**src/rtl/id_ex_pipe_reg_if.sv**
```systemverilog
// ID->EX pipeline register bundle: decoded D-stage fields in, registered E-stage fields out.
// The master drives the D side and hazard controls; the slave (the register) drives E.
interface id_ex_pipe_reg_if #(
  parameter int XLEN    = 32,
  parameter int RADDR_W = 5,
  parameter int CNT_W   = 16
);
  logic               StallE;
  logic               FlushE;

  logic [XLEN-1:0]    RD1D, RD2D, PCD, PCPlus4D, ImmExtD;
  logic [RADDR_W-1:0] Rs1D, Rs2D, RdD;
  logic               RegWriteD, MemWriteD, JumpD, BranchD, ALUSrcD;
  logic [1:0]         ResultSrcD;
  logic [2:0]         ALUControlD;

  logic [XLEN-1:0]    RD1E, RD2E, PCE, PCPlus4E, ImmExtE;
  logic [RADDR_W-1:0] Rs1E, Rs2E, RdE;
  logic               RegWriteE, MemWriteE, JumpE, BranchE, ALUSrcE;
  logic [1:0]         ResultSrcE;
  logic [2:0]         ALUControlE;
  logic               ValidE;
  logic [CNT_W-1:0]   BubbleCnt;

  modport master (
    output StallE, FlushE,
    output RD1D, RD2D, PCD, PCPlus4D, ImmExtD, Rs1D, Rs2D, RdD,
    output RegWriteD, MemWriteD, JumpD, BranchD, ALUSrcD, ResultSrcD, ALUControlD,
    input  RD1E, RD2E, PCE, PCPlus4E, ImmExtE, Rs1E, Rs2E, RdE,
    input  RegWriteE, MemWriteE, JumpE, BranchE, ALUSrcE, ResultSrcE, ALUControlE,
    input  ValidE, BubbleCnt
  );

  modport slave (
    input  StallE, FlushE,
    input  RD1D, RD2D, PCD, PCPlus4D, ImmExtD, Rs1D, Rs2D, RdD,
    input  RegWriteD, MemWriteD, JumpD, BranchD, ALUSrcD, ResultSrcD, ALUControlD,
    output RD1E, RD2E, PCE, PCPlus4E, ImmExtE, Rs1E, Rs2E, RdE,
    output RegWriteE, MemWriteE, JumpE, BranchE, ALUSrcE, ResultSrcE, ALUControlE,
    output ValidE, BubbleCnt
  );
endinterface

```
**src/rtl/id_ex_pipe_reg.sv**
```systemverilog
// Decode-to-execute pipeline register: 1-cycle latency, stall holds, flush inserts a zeroed bubble.
// Update priority rst > FlushE > StallE > load; BubbleCnt counts flushes and saturates.
module id_ex_pipe_reg #(
  parameter int XLEN    = 32,
  parameter int RADDR_W = 5,
  parameter int CNT_W   = 16
) (
  input logic          clk,
  input logic          rst,
  id_ex_pipe_reg_if.slave bus
);

  typedef struct packed {
    logic [XLEN-1:0]    rd1;
    logic [XLEN-1:0]    rd2;
    logic [XLEN-1:0]    pc;
    logic [XLEN-1:0]    pc_plus4;
    logic [XLEN-1:0]    imm_ext;
    logic [RADDR_W-1:0] rs1;
    logic [RADDR_W-1:0] rs2;
    logic [RADDR_W-1:0] rd;
    logic               reg_write;
    logic               mem_write;
    logic               jump;
    logic               branch;
    logic               alu_src;
    logic [1:0]         result_src;
    logic [2:0]         alu_control;
  } stage_t;

  stage_t           stage_in;
  stage_t           stage_d, stage_q;
  logic             valid_d, valid_q;
  logic [CNT_W-1:0] cnt_d, cnt_q;

  always_comb begin
    stage_in.rd1         = bus.RD1D;
    stage_in.rd2         = bus.RD2D;
    stage_in.pc          = bus.PCD;
    stage_in.pc_plus4    = bus.PCPlus4D;
    stage_in.imm_ext     = bus.ImmExtD;
    stage_in.rs1         = bus.Rs1D;
    stage_in.rs2         = bus.Rs2D;
    stage_in.rd          = bus.RdD;
    stage_in.reg_write   = bus.RegWriteD;
    stage_in.mem_write   = bus.MemWriteD;
    stage_in.jump        = bus.JumpD;
    stage_in.branch      = bus.BranchD;
    stage_in.alu_src     = bus.ALUSrcD;
    stage_in.result_src  = bus.ResultSrcD;
    stage_in.alu_control = bus.ALUControlD;
  end

  // Flush beats stall; a bubble also zeroes register addresses so the hazard unit ignores it.
  always_comb begin
    stage_d = stage_q;
    valid_d = valid_q;
    cnt_d   = cnt_q;
    if (bus.FlushE) begin
      stage_d = '0;
      valid_d = 1'b0;
      if (cnt_q != {CNT_W{1'b1}}) begin
        cnt_d = cnt_q + CNT_W'(1);
      end
    end else if (!bus.StallE) begin
      stage_d = stage_in;
      valid_d = 1'b1;
    end
  end

  always_ff @(posedge clk) begin
    if (rst) begin
      stage_q <= '0;
      valid_q <= 1'b0;
      cnt_q   <= '0;
    end else begin
      stage_q <= stage_d;
      valid_q <= valid_d;
      cnt_q   <= cnt_d;
    end
  end

  assign bus.RD1E        = stage_q.rd1;
  assign bus.RD2E        = stage_q.rd2;
  assign bus.PCE         = stage_q.pc;
  assign bus.PCPlus4E    = stage_q.pc_plus4;
  assign bus.ImmExtE     = stage_q.imm_ext;
  assign bus.Rs1E        = stage_q.rs1;
  assign bus.Rs2E        = stage_q.rs2;
  assign bus.RdE         = stage_q.rd;
  assign bus.RegWriteE   = stage_q.reg_write;
  assign bus.MemWriteE   = stage_q.mem_write;
  assign bus.JumpE       = stage_q.jump;
  assign bus.BranchE     = stage_q.branch;
  assign bus.ALUSrcE     = stage_q.alu_src;
  assign bus.ResultSrcE  = stage_q.result_src;
  assign bus.ALUControlE = stage_q.alu_control;
  assign bus.ValidE      = valid_q;
  assign bus.BubbleCnt   = cnt_q;

endmodule

```
**src/flat_wrapper.sv**
```systemverilog
// flat-port wrapper written by rule: the top's interface ports become plain ports
module id_ex_pipe_reg_flat 
#(
  parameter int XLEN    = 32,
  parameter int RADDR_W = 5,
  parameter int CNT_W   = 16
)
  (clk, rst, bus_StallE, bus_FlushE, bus_RD1D, bus_RD2D, bus_PCD, bus_PCPlus4D, bus_ImmExtD, bus_Rs1D, bus_Rs2D, bus_RdD, bus_RegWriteD, bus_MemWriteD, bus_JumpD, bus_BranchD, bus_ALUSrcD, bus_ResultSrcD, bus_ALUControlD, bus_RD1E, bus_RD2E, bus_PCE, bus_PCPlus4E, bus_ImmExtE, bus_Rs1E, bus_Rs2E, bus_RdE, bus_RegWriteE, bus_MemWriteE, bus_JumpE, bus_BranchE, bus_ALUSrcE, bus_ResultSrcE, bus_ALUControlE, bus_ValidE, bus_BubbleCnt);
  id_ex_pipe_reg_if #(.XLEN(XLEN), .RADDR_W(RADDR_W), .CNT_W(CNT_W)) bus_i ();
  input logic clk;
  input logic rst;
  input wire logic [$bits(bus_i.StallE)-1:0] bus_StallE;
  input wire logic [$bits(bus_i.FlushE)-1:0] bus_FlushE;
  input wire logic [$bits(bus_i.RD1D)-1:0] bus_RD1D;
  input wire logic [$bits(bus_i.RD2D)-1:0] bus_RD2D;
  input wire logic [$bits(bus_i.PCD)-1:0] bus_PCD;
  input wire logic [$bits(bus_i.PCPlus4D)-1:0] bus_PCPlus4D;
  input wire logic [$bits(bus_i.ImmExtD)-1:0] bus_ImmExtD;
  input wire logic [$bits(bus_i.Rs1D)-1:0] bus_Rs1D;
  input wire logic [$bits(bus_i.Rs2D)-1:0] bus_Rs2D;
  input wire logic [$bits(bus_i.RdD)-1:0] bus_RdD;
  input wire logic [$bits(bus_i.RegWriteD)-1:0] bus_RegWriteD;
  input wire logic [$bits(bus_i.MemWriteD)-1:0] bus_MemWriteD;
  input wire logic [$bits(bus_i.JumpD)-1:0] bus_JumpD;
  input wire logic [$bits(bus_i.BranchD)-1:0] bus_BranchD;
  input wire logic [$bits(bus_i.ALUSrcD)-1:0] bus_ALUSrcD;
  input wire logic [$bits(bus_i.ResultSrcD)-1:0] bus_ResultSrcD;
  input wire logic [$bits(bus_i.ALUControlD)-1:0] bus_ALUControlD;
  output wire logic [$bits(bus_i.RD1E)-1:0] bus_RD1E;
  output wire logic [$bits(bus_i.RD2E)-1:0] bus_RD2E;
  output wire logic [$bits(bus_i.PCE)-1:0] bus_PCE;
  output wire logic [$bits(bus_i.PCPlus4E)-1:0] bus_PCPlus4E;
  output wire logic [$bits(bus_i.ImmExtE)-1:0] bus_ImmExtE;
  output wire logic [$bits(bus_i.Rs1E)-1:0] bus_Rs1E;
  output wire logic [$bits(bus_i.Rs2E)-1:0] bus_Rs2E;
  output wire logic [$bits(bus_i.RdE)-1:0] bus_RdE;
  output wire logic [$bits(bus_i.RegWriteE)-1:0] bus_RegWriteE;
  output wire logic [$bits(bus_i.MemWriteE)-1:0] bus_MemWriteE;
  output wire logic [$bits(bus_i.JumpE)-1:0] bus_JumpE;
  output wire logic [$bits(bus_i.BranchE)-1:0] bus_BranchE;
  output wire logic [$bits(bus_i.ALUSrcE)-1:0] bus_ALUSrcE;
  output wire logic [$bits(bus_i.ResultSrcE)-1:0] bus_ResultSrcE;
  output wire logic [$bits(bus_i.ALUControlE)-1:0] bus_ALUControlE;
  output wire logic [$bits(bus_i.ValidE)-1:0] bus_ValidE;
  output wire logic [$bits(bus_i.BubbleCnt)-1:0] bus_BubbleCnt;
  assign bus_i.StallE = bus_StallE;
  assign bus_i.FlushE = bus_FlushE;
  assign bus_i.RD1D = bus_RD1D;
  assign bus_i.RD2D = bus_RD2D;
  assign bus_i.PCD = bus_PCD;
  assign bus_i.PCPlus4D = bus_PCPlus4D;
  assign bus_i.ImmExtD = bus_ImmExtD;
  assign bus_i.Rs1D = bus_Rs1D;
  assign bus_i.Rs2D = bus_Rs2D;
  assign bus_i.RdD = bus_RdD;
  assign bus_i.RegWriteD = bus_RegWriteD;
  assign bus_i.MemWriteD = bus_MemWriteD;
  assign bus_i.JumpD = bus_JumpD;
  assign bus_i.BranchD = bus_BranchD;
  assign bus_i.ALUSrcD = bus_ALUSrcD;
  assign bus_i.ResultSrcD = bus_ResultSrcD;
  assign bus_i.ALUControlD = bus_ALUControlD;
  assign bus_RD1E = bus_i.RD1E;
  assign bus_RD2E = bus_i.RD2E;
  assign bus_PCE = bus_i.PCE;
  assign bus_PCPlus4E = bus_i.PCPlus4E;
  assign bus_ImmExtE = bus_i.ImmExtE;
  assign bus_Rs1E = bus_i.Rs1E;
  assign bus_Rs2E = bus_i.Rs2E;
  assign bus_RdE = bus_i.RdE;
  assign bus_RegWriteE = bus_i.RegWriteE;
  assign bus_MemWriteE = bus_i.MemWriteE;
  assign bus_JumpE = bus_i.JumpE;
  assign bus_BranchE = bus_i.BranchE;
  assign bus_ALUSrcE = bus_i.ALUSrcE;
  assign bus_ResultSrcE = bus_i.ResultSrcE;
  assign bus_ALUControlE = bus_i.ALUControlE;
  assign bus_ValidE = bus_i.ValidE;
  assign bus_BubbleCnt = bus_i.BubbleCnt;
  id_ex_pipe_reg #(.XLEN(XLEN), .RADDR_W(RADDR_W), .CNT_W(CNT_W)) u_core (.clk(clk), .rst(rst), .bus(bus_i));
endmodule
```
**config.mk**
```make
export PLATFORM = sky130hd
export DESIGN_NAME = id_ex_pipe_reg_flat
export DESIGN_NICKNAME = d
export VERILOG_FILES = /design/src/rtl/id_ex_pipe_reg_if.sv /design/src/rtl/id_ex_pipe_reg.sv /design/src/flat_wrapper.sv
export SDC_FILE = /design/constraint.sdc
export NUM_CORES = 1
export LEC_CHECK = 0
export BUFFER_PORTS_ARGS = -buffer_cell sky130_fd_sc_hd__buf_2
export CORE_AREA = 2 2 151 153
export CTS_CLUSTER_DIAMETER = 60
export DETAILED_ROUTE_END_ITERATION = 16
export DIE_AREA = 0 0 153 155
export PLACE_DENSITY = 0.66
export SETUP_SLACK_MARGIN = 0.3
export SLEW_MARGIN = 20
export SYNTH_ARGS = -nofsm -noshare
export SYNTH_HDL_FRONTEND = slang
export SYNTH_SLANG_ARGS = --single-unit
export TNS_END_PERCENT = 100
```
**constraint.sdc**
```tcl
create_clock -name clk -period 2.2 [get_ports clk]
set_input_delay 0.22 -clock clk [delete_from_list [all_inputs] [get_ports clk]]
set_output_delay 0.22 -clock clk [all_outputs]
set_load 0.02 [all_outputs]
```
### Yosys cells after proc, flatten, opt, wreduce, memory -nomap -nowiden

Index checks and enable logic that the tools add are counted.

* add/subtract/negate cells: 1
* multipliers: 0
* div/mod/pow operators: 0
* magnitude comparators: 0
* equality and inequality tests: 1
* shift-type cells: 0
* mux-type cells: 0
* bitwise gates (word level): 0
* reduce and logical (&&, ||, !) cells: 2

Operator list (count)
* 16-bit by 1-bit adder with 16-bit output (second input constant): 1
* 16-bit != test (second input constant): 1
* 2-bit AND reduction: 1
* 2-bit OR reduction: 1

* register bits after elaboration: 202
* latch bits: 0
* RAM bits: 0
* memory bits (read-only): 0
* input port bits: 189
* output and inout port bits: 202
* memories kept: 0

### Depth between registers and ports, before layout

* depth after elaboration: 2
* mapped depth: 7
* mapped depth without buffers: 5

### Least setup slack after synthesis

No wires, ideal clock.

* path kind: flip-flop to flip-flop
* start point: register u_core.cnt_q[5], in the netlist u_core.bus.BubbleCnt[5]
* end point: register u_core.cnt_q[15], in the netlist u_core.bus.BubbleCnt[15]
* library setup time: 0.070 ns
* data arrival time: 1.816 ns
* slack: 0.314 ns
* stages on the path, launching flop included: 5
* path buffers: 0
* cells stage by stage: dfxtp_1 nand3_4 or4_4 or4_1 a21oi_1

* longest elaborated chain between the ends: 2

Ends and longest elaborated chain
* start, declared: line id_ex_pipe_reg.sv:34 `logic [CNT_W-1:0] cnt_d, cnt_q;`
* start signal, assigned: line id_ex_pipe_reg.sv:79 `cnt_q <= cnt_d;`
* branches (longest 2 deep; another with 16-bit by 1-bit adder with 16-bit output)

Parallel ways; which one is timed is not known.
A chain may end at the register's enable or synchronous reset.

### Final worst setup path

* start point: register u_core.cnt_q[7], in the netlist u_core.bus.BubbleCnt[7]
* end point: register u_core.cnt_q[15], in the netlist u_core.bus.BubbleCnt[15]

Same word-level chain as after synthesis.

==> out/metrics.cfg <==
[run_status]
outcome = completed

[power_and_ir_drop]
p_switching_uw = 2200
p_leak_uw = 0.00621
p_seq_frac = 0.421
power_density_nw_per_um2 = 743
p_int_uw = 6930
clkPwrFrac = 0.450
swShare = 0.241
combPwrFrac = 0.129
peakVddDrop_v = 0.000543

[sta]
period_needed_ps = 1860
tightest_slew_ps = 481
maxSlewHeadroom = 0.679
fmax_mhz = 536
rsz0062_at_grt = true
timing.setup.tns_ps = 0
finalCritPeriodShare = 0.847
setup_viol = 0
clock-skew-final_ps = 8.08
maxSlewViolCount = 0
hold_viol = 0

[clock_network]
clk_pin_slew_ps = 60
clock-sinks = 202
clockBufferDepth = 3
clk_latency_ps = 500
cts_root_buf = clkbuf_16
tritoncts = yes
htreeDepth = 1
cts_buffers = 24

[global_routing]
grt_overflow = 0
antenna_found_initial = 0
grt_usage = 0.193
grt_pass1_wl_um = 37800
first_global_vias = 7356
grt_max_degree = 100

[setup_path]
crit_family = simple AND/OR/NAND/NOR gates
critPathKind = reg -> reg
cp-startpoint = u_core.bus.BubbleCnt[7]
worstPathRequired_ps = 2630
r2r-start = u_core.bus.BubbleCnt[7]
cp_slowest_stage_delay_ps = 570
cp_max_fo = 7
crit_chain = nand3_4 > or4_4 > or4_1 > a21oi_1
arrival_ps = 2300
critPathBufInv = 0
crit_path_end_kind = register
crit_path_top_delay_cell = or4_4
startpoint_type = register

[routing]
ant_nets = 0
totalWireLength_um = 24600
route.vias.total = 7231
wl_per_cell_um = 15.6
drt_iter0_markers = 386
drc = 0
dr.pass1.iters = 7
vias_per_cell = 4.60

[floorplan]
dieArea_sq_um = 23700
rows = 55
coreArea_sq_um = 22200
fp.dieW_um = 153
io_pins = 391
initial_core_util = 0.327
die-height_um = 155

[hold_path]
min_from = rst
hold_class = in -> reg

[layout]
syn2layout_area_growth_pct = 69.1
num_antenna_cells = 0
fin_util = 0.553
drive_gt1_frac = 0.360
nets = 1458

[logic_synthesis]
ys_seq_area_frac = 0.556
synth_area_per_cell_sq_um = 10.4
synth_cells = 698
yosys_warnings = 0
synth_nets = 888
synth_cell_types = 29
syn_area_sq_um = 7270
synth_seq_cells = 202

[placed_design]
portBuffers = 390
gp_congestion = 0.816
hpwl_um = 14800

[flow_run]
max_cap_violations = 0

## flip-flops by register name, indices dropped and copies added (netlist names)
signal and flops:
u_core.bus.ValidE 1, u_core.bus.ALUSrcE 1, u_core.bus.RD1E 32, u_core.bus.JumpE 1, u_core.bus.ResultSrcE 2, u_core.bus.Rs2E 5
u_core.bus.ImmExtE 32, u_core.bus.BranchE 1, u_core.bus.Rs1E 5, u_core.bus.RegWriteE 1, u_core.bus.PCE 32, u_core.bus.ALUControlE 3
u_core.bus.BubbleCnt 16, u_core.bus.RdE 5, u_core.bus.RD2E 32, u_core.bus.MemWriteE 1, u_core.bus.PCPlus4E 32
## cell families after synthesis
family / Yosys count / synth area share
and+or+nand+nor: 233 / 0.135
DFF: 202 / 0.556
muxes: 189 / 0.261
buffers and inverters: 49 / 0.0269
AOI/OAI and AO/OA: 23 / 0.0181
xor gates and xnor gates: 1 / 0.00121
adders and majority gates: 1 / 0.00172
## final cells by class
cell class              instances  area [sq um]
fillers                      1864          9940
flip-flops and latches        202          4050
repair buffers                590          3990
multi-input cells             447          3040
clock buffers                  32           681
well taps                     285           357
clock inverters                12           161
inverters                       3          11.3
## cells in the mapped netlist
| cell type | number | area [sq um] |
|---|---|---|
| xor2_1 | 1 | 8.76 |
| buf_2 | 9 | 45.0 |
| buf_1 | 11 | 41.3 |
| or3_1 | 3 | 18.8 |
| mux2_2 | 2 | 22.5 |
| or4_4 | 1 | 11.3 |
| or3_2 | 2 | 15.0 |
| a21oi_1 | 11 | 55.1 |
| o41ai_1 | 1 | 8.76 |
| ha_1 | 1 | 12.5 |
| o31ai_1 | 5 | 37.5 |
| nand3_1 | 6 | 30.0 |
| nand4_1 | 4 | 25.0 |
| nand2_1 | 8 | 30.0 |
| mux2i_1 | 187 | 1870 |
| or4_1 | 5 | 37.5 |
| and4_1 | 1 | 8.76 |
| or4_2 | 1 | 8.76 |
| nor3_1 | 1 | 5.00 |
| and3_1 | 1 | 6.26 |
| nand3_4 | 1 | 17.5 |
| nor2b_1 | 3 | 18.8 |
| o21ai_0 | 6 | 30.0 |
| clkbuf_1 | 26 | 97.6 |
| inv_1 | 3 | 11.3 |
| or2_2 | 2 | 12.5 |
| dfxtp_1 | 202 | 4040 |
| nor4_1 | 3 | 18.8 |
| nor2_1 | 191 | 717 |
## per-stage QoR
step	instances	hold slack [ps]	power (uW)	setup slack, ps	area (sq um)
4_1_cts	1571	90.7	9190	329	12300
3_3_place_gp	1342	433	4790	371	9590
5_1_grt	1571	106	9470	265	12300
6_report	1571	112	9130	336	12300
3_5_place_dp	1342	437	4800	315	9590
2_1_floorplan	698	364	4420	314	7270
## cell usage in the layout (no fill, tap or decap), drive strengths merged
cell type / instances
a21oi: 11
and3: 1
and4: 1
buf: 405
bufinv: 3
clkbuf: 32
clkinv: 8
dfxtp: 202
dlygate4sd3: 185
ha: 1
inv: 4
mux2: 2
mux2i: 187
nand2: 8
nand3: 7
nand4: 4
nor2: 191
nor2b: 3
nor3: 1
nor4: 3
o21ai: 6
o31ai: 5
o41ai: 1
or2: 2
or3: 5
or4: 7
xor2: 1
## timing repair
action,4_1_cts,5_1_grt
hold buffers,185,0
setup endpoints to repair,0,4
resized for setup,0,7
setup buffers,0,0
hold endpoints to repair,185,0
## layer usage
layer  vias up  GRT usage  wire (um)  part of all wire
met2       338      0.346      12200              0.50
met3        63     0.0499       1880             0.077
met1      3326      0.220       9670              0.39
met5         -          0          0                 0
met4         0     0.0776        855             0.035
li1       3504          -          -                 -
## power by group through the flow
stage	Sequential [uW]	Clock, uW	Combinational (uW)
after global routing	3850	4360	1260
after CTS	3830	4200	1150
final	3840	4110	1180
after floorplan	4050	0	370
after global placement	3910	0	882
after detailed placement	3910	0	889
## path summary, 6_finish.rpt
check        slack, ps                  endpoint  cells after the start
max                340  u_core.bus.BubbleCnt[15]                      4
max reg2reg        340  u_core.bus.BubbleCnt[15]                      4
min                110  u_core.bus.BubbleCnt[12]                      2
min reg2reg        440         u_core.bus.ValidE                      2
Note: power is estimated with default switching activity, not from simulation.
